--- src/rtl/sequence_fifo.sv ---
// sequence_fifo: stores captured switch values and replays them on read.
// Define SEQUENCE_FIFO_ERR_FLAGS_EN for sticky overflow/underflow outputs.
module sequence_fifo #(
  parameter int DATA_WIDTH = 8,
  parameter int DEPTH = 8,
  localparam int ADDR_WIDTH = $clog2(DEPTH)
) (
  input  logic                  clk,
  input  logic                  reset_n,
  input  logic                  fifo_reset,
  input  logic                  write_enable,
  input  logic                  read_enable,
  input  logic [DATA_WIDTH-1:0] din,
  output logic [DATA_WIDTH-1:0] dout,
  output logic                  dout_valid,
  output logic                  empty,
  output logic                  full,
`ifdef SEQUENCE_FIFO_ERR_FLAGS_EN
  output logic                  overflow,
  output logic                  underflow,
`endif
  output logic [ADDR_WIDTH:0]   count
);

  localparam logic [ADDR_WIDTH-1:0] LAST =
    ADDR_WIDTH'(DEPTH - 1);
  localparam logic [ADDR_WIDTH:0] FULL_CNT =
    (ADDR_WIDTH + 1)'(DEPTH);
  localparam logic [ADDR_WIDTH:0] CNT_ONE =
    (ADDR_WIDTH + 1)'(1);

  logic [DATA_WIDTH-1:0] mem [DEPTH];
  logic [ADDR_WIDTH-1:0] wr_ptr;
  logic [ADDR_WIDTH-1:0] rd_ptr;
  logic                  push;
  logic                  pop;

  function automatic logic [ADDR_WIDTH-1:0] nxt(
    input logic [ADDR_WIDTH-1:0] p
  );
    return (p == LAST) ? '0 : p + ADDR_WIDTH'(1);
  endfunction

  assign empty = (count == '0);
  assign full  = (count == FULL_CNT);
  assign push  = write_enable & ~full & ~fifo_reset;
  assign pop   = read_enable & ~empty & ~fifo_reset;

  always_ff @(posedge clk) begin
    if (push) mem[wr_ptr] <= din;
  end

  always_ff @(posedge clk or negedge reset_n) begin
    if (!reset_n) begin
      wr_ptr     <= '0;
      rd_ptr     <= '0;
      count      <= '0;
      dout       <= '0;
      dout_valid <= 1'b0;
    end else if (fifo_reset) begin
      wr_ptr     <= '0;
      rd_ptr     <= '0;
      count      <= '0;
      dout       <= '0;
      dout_valid <= 1'b0;
    end else begin
      dout_valid <= pop;
      if (push) wr_ptr <= nxt(wr_ptr);
      if (pop) begin
        dout   <= mem[rd_ptr];
        rd_ptr <= nxt(rd_ptr);
      end
      unique case ({push, pop})
        2'b10:   count <= count + CNT_ONE;
        2'b01:   count <= count - CNT_ONE;
        default: count <= count;
      endcase
    end
  end

`ifdef SEQUENCE_FIFO_ERR_FLAGS_EN
  always_ff @(posedge clk or negedge reset_n) begin
    if (!reset_n) begin
      overflow  <= 1'b0;
      underflow <= 1'b0;
    end else if (fifo_reset) begin
      overflow  <= 1'b0;
      underflow <= 1'b0;
    end else begin
      if (write_enable & full) overflow  <= 1'b1;
      if (read_enable & empty) underflow <= 1'b1;
    end
  end
`endif

endmodule

--- config.mk ---
export PLATFORM = sky130hd
export DESIGN_NAME = sequence_fifo
export DESIGN_NICKNAME = d
export VERILOG_FILES = /design/src/rtl/sequence_fifo.sv
export SDC_FILE = /design/constraint.sdc
export NUM_CORES = 1
export LEC_CHECK = 0
export CORE_MARGIN = 1.5
export CORE_UTILIZATION = 40
export DETAILED_ROUTE_END_ITERATION = 8
export PLACE_DENSITY = 0.68
export SYNTH_ARGS = -nofsm -noshare
export SYNTH_HDL_FRONTEND = slang
export SYNTH_SLANG_ARGS = --single-unit
--- constraint.sdc ---
create_clock -name clk -period 2.35 [get_ports clk]
set_input_delay 0.47 -clock clk [delete_from_list [all_inputs] [get_ports clk]]
set_output_delay 0.47 -clock clk [all_outputs]
set_load 0.01 [all_outputs]
==> results.py <==
metrics = {
    "route": {
        "ant_nets": 0,
        "viasPerCell": 5.29,
        "drt-wirelength-per-cell_um": 18.1,
        "drc": 0,
        "firstDrtPassIters": 4,
        "vias": 1975,
        "drt_wl_total_um": 6740,
        "detail_route.iter0.violations": 138,
    },
    "floorplan": {
        "initial_core_util_pct": 41.5,
        "die_w_um": 95.6,
        "core_area_sq_mm": 0.00826,
        "pin_count": 28,
        "fp.dieH_um": 95.6,
        "rows": 33,
        "fp.dieArea_sq_mm": 0.00913,
    },
    "timing": {
        "finalHoldViolations": 0,
        "drv_slew": 0,
        "hold_ws_ns": 0.466,
        "timing.fmax_mhz": 443,
        "fin_tns_setup_ns": 0,
        "setup_viol": 0,
        "fin_crit_sh_pct": 96.0,
        "clock_skew_ns": 0.00741,
        "relSlewSlack_pct": 71.8,
        "fin_crit_ns": 2.26,
        "worst_pin_slew_ns": 0.423,
    },
    "place": {
        "post_dp_cell_area_sq_mm": 0.00396,
        "globalplace.congestion": 0.782,
        "port_buffers": 27,
        "dp_hpwl_um": 4370,
    },
    "pwr": {
        "p_comb_share_pct": 31.6,
        "p_sw_w": 0.00121,
        "p_leak_nw": 1.51,
        "power_frac_clock_pct": 23.4,
        "power_w": 0.00395,
        "seqPwrFrac_pct": 45.0,
        "swShare_pct": 30.7,
        "p_int_w": 0.00274,
        "ir_drop_mv": 0.372,
        "p_per_area_mw_per_mm2": 948,
    },
    "synth": {
        "netlist_area_sq_mm": 0.00343,
        "synthTopCellsByArea": "edfxtp_1 (56%), dfrtp_1 (14%), mux4_2 (11%)",
        "synth-seq-cells": 83,
        "yosys_warnings": 0,
        "synth.most_common_cell": "edfxtp_1",
        "yosys.area.top_type_share_pct": 56.1,
        "synthCells": 212,
        "syn_area_per_cell_sq_um": 16.2,
        "ys_async_sr_fraction_pct": 22.9,
        "synth_seq_area_share_pct": 70.0,
        "synth_edf_count": 64,
        "synthFlopType": "edfxtp_1",
        "synthTopCellsByCount": "edfxtp_1 (64), nor2_1 (20), dfrtp_1 (19)",
        "synth_area_leader_cell": "edfxtp_1",
        "synth_nets": 232,
        "synthDistinctLibCells": 37,
    },
    "worst_setup_path": {
        "cpPeakStageDelay_ns": 0.58,
        "rr_endpoint": "count[3]",
        "worst_setup_path_end_kind": "flop",
        "critPathBufInv": 0,
        "start_kind": "flop",
        "required_ns": 2.63,
        "critical_path.top_delay_family": "simple AND/OR/NAND/NOR gates",
        "worstPathCellList": "or4b_4 -> nand2_2 -> and2_4 -> ha_1 -> a21o_2 -> a21oi_4 -> mux2i_1 -> o21a_1",
        "crit_arrival_ns": 2.54,
        "rrSetupSlack_ns": 0.09,
        "timing.rr.start": "count[2]",
        "cpMaxStageDelayCell": "or4b_4",
        "r2r_cells": 8,
        "crit_fanout": 5,
        "critical_path_class": "flop to flop",
    },
    "finish": {
        "drive_above_1_share_pct": 25.4,
        "seq_area_sq_mm": 0.00240,
        "final_cell_area_sq_mm": 0.00417,
        "n_antenna_cell": 0,
        "nets": 283,
        "multi_input_area_sq_um": 997,
        "final_core_util_pct": 50.5,
        "fill_cells": 695,
        "areaGrowthSynthToFinish_pct": 21.6,
    },
    "run_status": {
        "status": "complete, no violations",
    },
    "clock_tree": {
        "cts_tree": "built",
        "clkLatencyLatePin_ns": 0.34,
        "cts-hold-fix-buffers": 0,
        "clkSinkCount": 83,
        "clk_path_buf_depth": 2,
        "path_clk_slew_ns": 0.09,
        "cts_made_buffers": 9,
        "h-tree-depth": 3,
        "clockRootBuffer": "clkbuf_8",
    },
    "global_routing": {
        "grt_overflow": 0,
        "grt_max_degree": 20,
        "antenna_found_initial": 0,
        "grt_pass1_vias": 2002,
        "grt_pass1_wl_um": 10500,
        "grt.total_usage_pct": 16.2,
    },
    "flow_run": {
        "maxCapViolCount": 0,
    },
    "min_path": {
        "hold_class": "input pin to async pin",
    },
}
-- worst register-to-register path, cell delays in order (launching register included) --
cell and delay, ns:
dfrtp_1 0.38, or4b_4 0.58, nand2_2 0.13, and2_4 0.15
ha_1 0.21, a21o_2 0.23, a21oi_4 0.16, mux2i_1 0.21
o21a_1 0.14
-- final cells by class --
type	instances	share of cell area (%)
timing repair buffer	50	10.7
clock buffer	9	2.97
inverter	4	0.390
tap	105	3.15
clock inverter	7	1.38
sequential	83	57.5
multi-input combinational	115	23.9
-- power groups by stage --
stage	clock, W	combinational (W)	sequential, W
after floorplan	0	0.000667	0.00188
after CTS	0.000949	0.00122	0.00178
after global placement	0	0.00122	0.00180
after detailed placement	0	0.00124	0.00181
after global routing	0.000999	0.00137	0.00179
final	0.000926	0.00125	0.00178
-- routing by layer --
metal / part of all wire (%) / up-vias / track usage, %
met4: 0.68 / 0 / 6.00
met2: 51 / 30 / 27.1
li1: - / 930 / -
met1: 45 / 1010 / 20.8
met3: 3.0 / 5 / 3.11
met5: 0 / - / 0
-- cells by family (layout without fill, tap and decap cells) --
kind of cell / after synthesis / in the layout / synth area share, %
DFF: 83 / 83 / 70.0
and+or+nand+nor: 51 / 51 / 6.97
AOI/OAI and AO/OA: 39 / 39 / 7.27
muxes: 17 / 17 / 10.8
buffers and inverters: 14 / 70 / 1.97
adders and majority gates: 7 / 7 / 2.77
xor gates and xnor gates: 1 / 1 / 0.256
-- metrics by stage --
step	instances	worst slack, ns
after CTS	372	0.0585
after global placement	356	0.0199
final	373	0.0929
after detailed placement	356	-0.0139
after floorplan	212	0.00745
after global routing	373	-0.0266
-- sequential cells by signal, summed over array words and instances, names as in the netlist --
name,flops
rd_ptr,3
mem,64
dout,8
dout_valid,1
count,4
wr_ptr,3
-- how the worst max path moves through the flow --
stage / start / endpoint / cells past startpoint
after floorplan: count[0] / count[3] / 9
after global placement: read_enable / count[3] / 9
after detailed placement: read_enable / count[3] / 9
after CTS: count[2] / count[3] / 9
after global routing: count[1] / count[3] / 9
final: count[2] / count[3] / 8
-- what timing repair did --
| item | in CTS | in global routing |
|---|---|---|
| setup buffers | 0 | 1 |
| pin swaps | 0 | 1 |
| gates resized for setup | 2 | 3 |
| gates cloned | 0 | 0 |
| endpoints found under the setup margin | 2 | 1 |
-- cells in the final DEF (no fill, tap or decap), types with 2 or more instances in the layout --
master / synthesis / routed
a21oi_1: 9 / 8
a22oi_1: 2 / 2
and2_4: 1 / 2
buf_4: 1 / 22
clkbuf_8: 0 / 9
clkdlybuf4s50_1: 0 / 25
clkinv_2: 1 / 2
clkinvlp_4: 0 / 2
dfrtp_1: 19 / 19
dlygate4sd2_1: 0 / 2
edfxtp_1: 64 / 64
ha_1: 6 / 6
inv_1: 3 / 3
inv_6: 0 / 3
mux4_2: 16 / 16
nand2_1: 14 / 13
nand2b_1: 4 / 4
nand3_1: 2 / 2
nor2_1: 20 / 20
nor3_1: 5 / 5
o21ai_0: 11 / 11
o22ai_1: 8 / 8
No activity file was read; power rests on OpenSTA's default activity.
